===== src/rtl/wb_arbiter.sv =====
// Write-back arbiter: two one-entry producer buffers (ALU, LSU) merged round-robin onto one register-file write port.
// Optional pending-write scoreboard built when WB_SCOREBOARD_EN is defined.
module wb_arbiter #(
   parameter int DATA_W = 32,
   parameter int ADDR_W = 5,
   parameter int SIZE   = 2**ADDR_W
) (
   input  logic              clk,
   input  logic              rst,
   input  logic              alu_valid,
   output logic              alu_ready,
   input  logic [ADDR_W-1:0] alu_addr,
   input  logic [DATA_W-1:0] alu_data,
   input  logic              lsu_valid,
   output logic              lsu_ready,
   input  logic [ADDR_W-1:0] lsu_addr,
   input  logic [DATA_W-1:0] lsu_data,
   output logic              rf_en,
   output logic              rf_wr,
   output logic [ADDR_W-1:0] rf_addr_wr,
   output logic [DATA_W-1:0] rf_data_wr,
   input  logic              sb_set,
   input  logic [ADDR_W-1:0] sb_set_addr,
   input  logic [ADDR_W-1:0] sb_q_addr1,
   input  logic [ADDR_W-1:0] sb_q_addr2,
   output logic              sb_busy1,
   output logic              sb_busy2
);

   logic              alu_full_q, alu_full_d, lsu_full_q, lsu_full_d;
   logic [ADDR_W-1:0] alu_addr_q, alu_addr_d, lsu_addr_q, lsu_addr_d;
   logic [DATA_W-1:0] alu_data_q, alu_data_d, lsu_data_q, lsu_data_d;
   logic              last_lsu_q, last_lsu_d;
   logic              rf_en_q, rf_wr_q, rf_wr_d;
   logic [ADDR_W-1:0] rf_addr_q, rf_addr_d;
   logic [DATA_W-1:0] rf_data_q, rf_data_d;
   logic              alu_grant, lsu_grant;

   always_comb begin
      // On a conflict the source that did not win last time goes first.
      alu_grant  = alu_full_q && (!lsu_full_q || last_lsu_q);
      lsu_grant  = lsu_full_q && (!alu_full_q || !last_lsu_q);
      alu_ready  = !alu_full_q || alu_grant;
      lsu_ready  = !lsu_full_q || lsu_grant;

      alu_full_d = alu_full_q && !alu_grant;
      alu_addr_d = alu_addr_q;
      alu_data_d = alu_data_q;
      if (alu_valid && alu_ready && alu_addr != '0) begin
         alu_full_d = 1'b1;
         alu_addr_d = alu_addr;
         alu_data_d = alu_data;
      end

      lsu_full_d = lsu_full_q && !lsu_grant;
      lsu_addr_d = lsu_addr_q;
      lsu_data_d = lsu_data_q;
      if (lsu_valid && lsu_ready && lsu_addr != '0) begin
         lsu_full_d = 1'b1;
         lsu_addr_d = lsu_addr;
         lsu_data_d = lsu_data;
      end

      rf_wr_d    = alu_grant || lsu_grant;
      rf_addr_d  = rf_addr_q;
      rf_data_d  = rf_data_q;
      last_lsu_d = last_lsu_q;
      if (alu_grant) begin
         rf_addr_d  = alu_addr_q;
         rf_data_d  = alu_data_q;
         last_lsu_d = 1'b0;
      end else if (lsu_grant) begin
         rf_addr_d  = lsu_addr_q;
         rf_data_d  = lsu_data_q;
         last_lsu_d = 1'b1;
      end
   end

   always_ff @(posedge clk or posedge rst) begin
      if (rst) begin
         alu_full_q <= 1'b0;
         alu_addr_q <= '0;
         alu_data_q <= '0;
         lsu_full_q <= 1'b0;
         lsu_addr_q <= '0;
         lsu_data_q <= '0;
         last_lsu_q <= 1'b0;
         rf_en_q    <= 1'b0;
         rf_wr_q    <= 1'b0;
         rf_addr_q  <= '0;
         rf_data_q  <= '0;
      end else begin
         alu_full_q <= alu_full_d;
         alu_addr_q <= alu_addr_d;
         alu_data_q <= alu_data_d;
         lsu_full_q <= lsu_full_d;
         lsu_addr_q <= lsu_addr_d;
         lsu_data_q <= lsu_data_d;
         last_lsu_q <= last_lsu_d;
         rf_en_q    <= 1'b1;
         rf_wr_q    <= rf_wr_d;
         rf_addr_q  <= rf_addr_d;
         rf_data_q  <= rf_data_d;
      end
   end

   assign rf_en      = rf_en_q;
   assign rf_wr      = rf_wr_q;
   assign rf_addr_wr = rf_addr_q;
   assign rf_data_wr = rf_data_q;

`ifdef WB_SCOREBOARD_EN
   logic [SIZE-1:0] busy_q, busy_d;

   // Set is applied after clear so a same-edge set on the retiring address wins.
   always_comb begin
      busy_d = busy_q;
      if (rf_wr_q) busy_d[rf_addr_q] = 1'b0;
      if (sb_set && sb_set_addr != '0) busy_d[sb_set_addr] = 1'b1;
      busy_d[0] = 1'b0;
   end

   always_ff @(posedge clk or posedge rst) begin
      if (rst) busy_q <= '0;
      else     busy_q <= busy_d;
   end

   assign sb_busy1 = busy_q[sb_q_addr1] && !(rf_wr_q && rf_addr_q == sb_q_addr1);
   assign sb_busy2 = busy_q[sb_q_addr2] && !(rf_wr_q && rf_addr_q == sb_q_addr2);
`else
   logic unused_sb;
   assign unused_sb = ^{sb_set, sb_set_addr, sb_q_addr1, sb_q_addr2};
   assign sb_busy1  = 1'b0;
   assign sb_busy2  = 1'b0;
`endif

endmodule


===== config.mk =====
export PLATFORM = sky130hd
export DESIGN_NAME = wb_arbiter
export DESIGN_NICKNAME = d
export VERILOG_FILES = /design/src/rtl/wb_arbiter.sv
export SDC_FILE = /design/constraint.sdc
export NUM_CORES = 1
export LEC_CHECK = 0
export ABC_CLOCK_PERIOD_IN_PS = 3600
export CELL_PAD_IN_SITES_DETAIL_PLACEMENT = 0
export CELL_PAD_IN_SITES_GLOBAL_PLACEMENT = 2
export CORE_AREA = 2 2 137 139
export CTS_CLUSTER_SIZE = 28
export DETAILED_ROUTE_END_ITERATION = 10
export DIE_AREA = 0 0 139 141
export PLACE_DENSITY = 0.75
export REMOVE_ABC_BUFFERS = 1
export SYNTH_ARGS = -nofsm -noshare
export SYNTH_HDL_FRONTEND = slang
export SYNTH_SLANG_ARGS = --single-unit
export TNS_END_PERCENT = 20

===== constraint.sdc =====
create_clock -name clk -period 3.6 [get_ports clk]
set_clock_uncertainty 0.1 [all_clocks]
set_input_delay 0.54 -clock clk [delete_from_list [all_inputs] [get_ports clk]]
set_output_delay 0.54 -clock clk [all_outputs]
set_load 0.01 [all_outputs]

==> flow_summary.ini <==
[pwr]
p_leak_nw = 3.002
irDropWorstVdd_mv = 0.2911
pwr_density_cell_nw_per_um2 = 776.5

[setup_path]
endpoint_kind = output port
critPathTopFamily = flip-flops
worst-path-buf-inv = 1
worstPathRequired_ps = 2960
startpoint_type = flip-flop
crit_arrival_ps = 2030
path_cells = nand3_1 > clkdlybuf4s50_1
worstSetupPathType = reg2out
slowest_delay_ps = 730
slowest_stage = dfrtp_2
path_max_fanout = 25
ff2ff_setup_slack_ps = 1240

[drt]
drtAntennaViolNets = 0
firstDrtPassIters = 4
drc = 0
dr.first_iter.drc_count = 169
viasPerCell = 4.708
drt-total-wl_mm = 12.88
vias = 3531
wire_per_inst_um = 17.17

[cells_and_area]
final_util_pct = 38.35
area_growth_pct = 39.45
final_area_um2 = 7005
nets = 597
drive_gt1_share_pct = 23.06
antenna_cells = 0
layoutNonFillerInstCount = 750

[placement]
gp_congestion = 0.7119
dpl.hpwl_mm = 8.196
numPortBuffers = 118
postPlaceCellArea_um2 = 6400
place_inst = 718

[run_status]
outcome = finished clean

[synth]
yosysTopAreaCell = dfrtp_1
synthesis.area_um2 = 5024
ys_seq_area_share_pct = 57.78
synth.distinct_cells = 23
ys_seq_elements = 116
netlist_top_cells_area = dfrtp_1 (58%), mux2_4 (17%), a31oi_1 (4.6%)
synthCells = 388
ys_warn_count = 0
yosys.area.top_type_share_pct = 57.78
syn_area_per_cell_um2 = 12.95

[grt]
grt_max_degree = 51
grt_overflow = 0
grt_usage_pct = 13.76
grt_pass1_vias = 3760
antenna_found_initial = 0
grt_pass1_wl_mm = 20.80

[sta]
finalSetupViolations = 0
relSlewSlack_pct = 36.39
slew_viol_final = 0
hold_violations = 0
fin_crit_ps = 2673
timing.hold.ws_ps = 392.5
fmax_mhz = 374.1
tightest_slew_ps = 954.2
tns_ps = 0
fin_crit_sh_pct = 74.25
grt_setup_unrepaired = no

[run]
drv_cap = 0

[cts]
cts_tree = built
clkSinkCount = 116
cts_resized = 0
cts.path.max_buffers = 2
postCtsHoldBufs = 0
cts_buffers = 17
cts_setup_buffers = 0
cts_root_buf = clkbuf_16
path_clk_slew_ps = 60
htree_levels = 4
clock_latency_ps = 420

[floorplan]
num_io_pins = 137
rows = 50
die_w_um = 139
die-height_um = 141
die_area_um2 = 19600
start_util_pct = 27.50
design.core.area_um2 = 18270

[hold_path]
hold_class = reg2reg
-- worst paths after layout --
| kind | start | cells after the start | to |
|---|---|---|---|
| worst min-delay path | lsu_addr_q[2] | 1 | lsu_addr_q[2] |
| max in group asynchronous | rst | 3 | rf_data_wr[26] |
| worst min register to register | lsu_addr_q[2] | 1 | lsu_addr_q[2] |
| min in group asynchronous | rst | 2 | alu_data_q[24] |
| worst max-delay path | alu_full_q | 2 | lsu_ready |
| worst max register to register | alu_full_q | 4 | rf_data_wr[16] |
-- Yosys cell counts, drive strengths merged --
cell type / count
dfrtp: 116
mux2: 72
o21ai: 39
nand3: 38
a31oi: 37
nor2: 37
clkbuf: 18
buf: 14
a32o: 2
conb: 2
inv: 2
nand2: 2
o211ai: 2
or4: 2
a21o: 1
nand2b: 1
nand3b: 1
nor2b: 1
or2: 1
-- cells by family (layout without fill, tap and decap cells) --
logic type	Yosys count	after routing	synth area share (%)
flops	116	116	57.78
simple gates	83	83	7.671
compound gates	81	81	9.888
mux	72	72	20.47
buf+inv	34	161	4.035
other cells	2	3	0.1495
-- final cells by class --
class / count / area (um^2)
Fill cell: 1777 / 11260
Sequential cell: 116 / 2904
Multi-Input combinational cell: 239 / 1932
Timing Repair Buffer: 127 / 1261
Clock buffer: 23 / 478.0
Tap cell: 234 / 292.8
Clock inverter: 9 / 127.6
Inverter: 2 / 10.01
-- power by group --
part / switching [mW] / leakage, nW / internal (mW)
Combinational: 0.735 / 1.36 / 0.950
Clock: 0.590 / 0.289 / 1.14
Sequential: 0.272 / 1.35 / 1.75
Total: 1.60 / 3.00 / 3.84
-- layer usage --
metal  up-vias  GRT usage, %  share of wire [%]  wire [um]
li1       1630             -                  -          -
met1      1774         18.32                 46       5935
met2       112         21.39                 47       6081
met3        15         3.940                5.2        674
met4         0         5.210                1.5        187
met5         -             0                  0          0
-- cell usage in the layout, fill, tap and decap left out, types with 3 or more instances in the layout --
cell type / instances
buf_4: 8
bufinv_16: 3
a31oi_1: 37
conb_1: 3
o21ai_1: 3
clkbuf_1: 3
clkdlybuf4s50_1: 118
mux2_2: 14
mux2_4: 58
clkinvlp_4: 3
nand3_1: 38
dfrtp_1: 115
nor2_1: 37
clkbuf_8: 3
o21ai_0: 36
clkbuf_16: 17
clkinv_2: 3
-- registers in the layout, indices dropped and copies added (netlist names) --
register    flops
alu_addr_q      5
alu_data_q     32
alu_full_q      1
last_lsu_q      1
lsu_addr_q      5
lsu_data_q     32
lsu_full_q      1
rf_addr_wr      5
rf_data_wr     32
rf_en           1
rf_wr           1
-- worst reg2reg max path: stages (launching register included) --
cell and delay (ps):
dfrtp_2 730, or2_2 680, buf_4 510, nor2_1 90, a31oi_1 170
-- per-stage QoR --
| stage | total power [mW] | setup slack (ps) |
|---|---|---|
| final | 5.440 | 927.0 |
| after global routing | 5.742 | 813.3 |
| after CTS | 5.512 | 885.9 |
| after detailed placement | 3.755 | 887.1 |
| after global placement | 3.725 | 896.1 |
| after floorplan | 2.902 | -112.4 |
No activity file was read; power rests on OpenSTA's default activity.
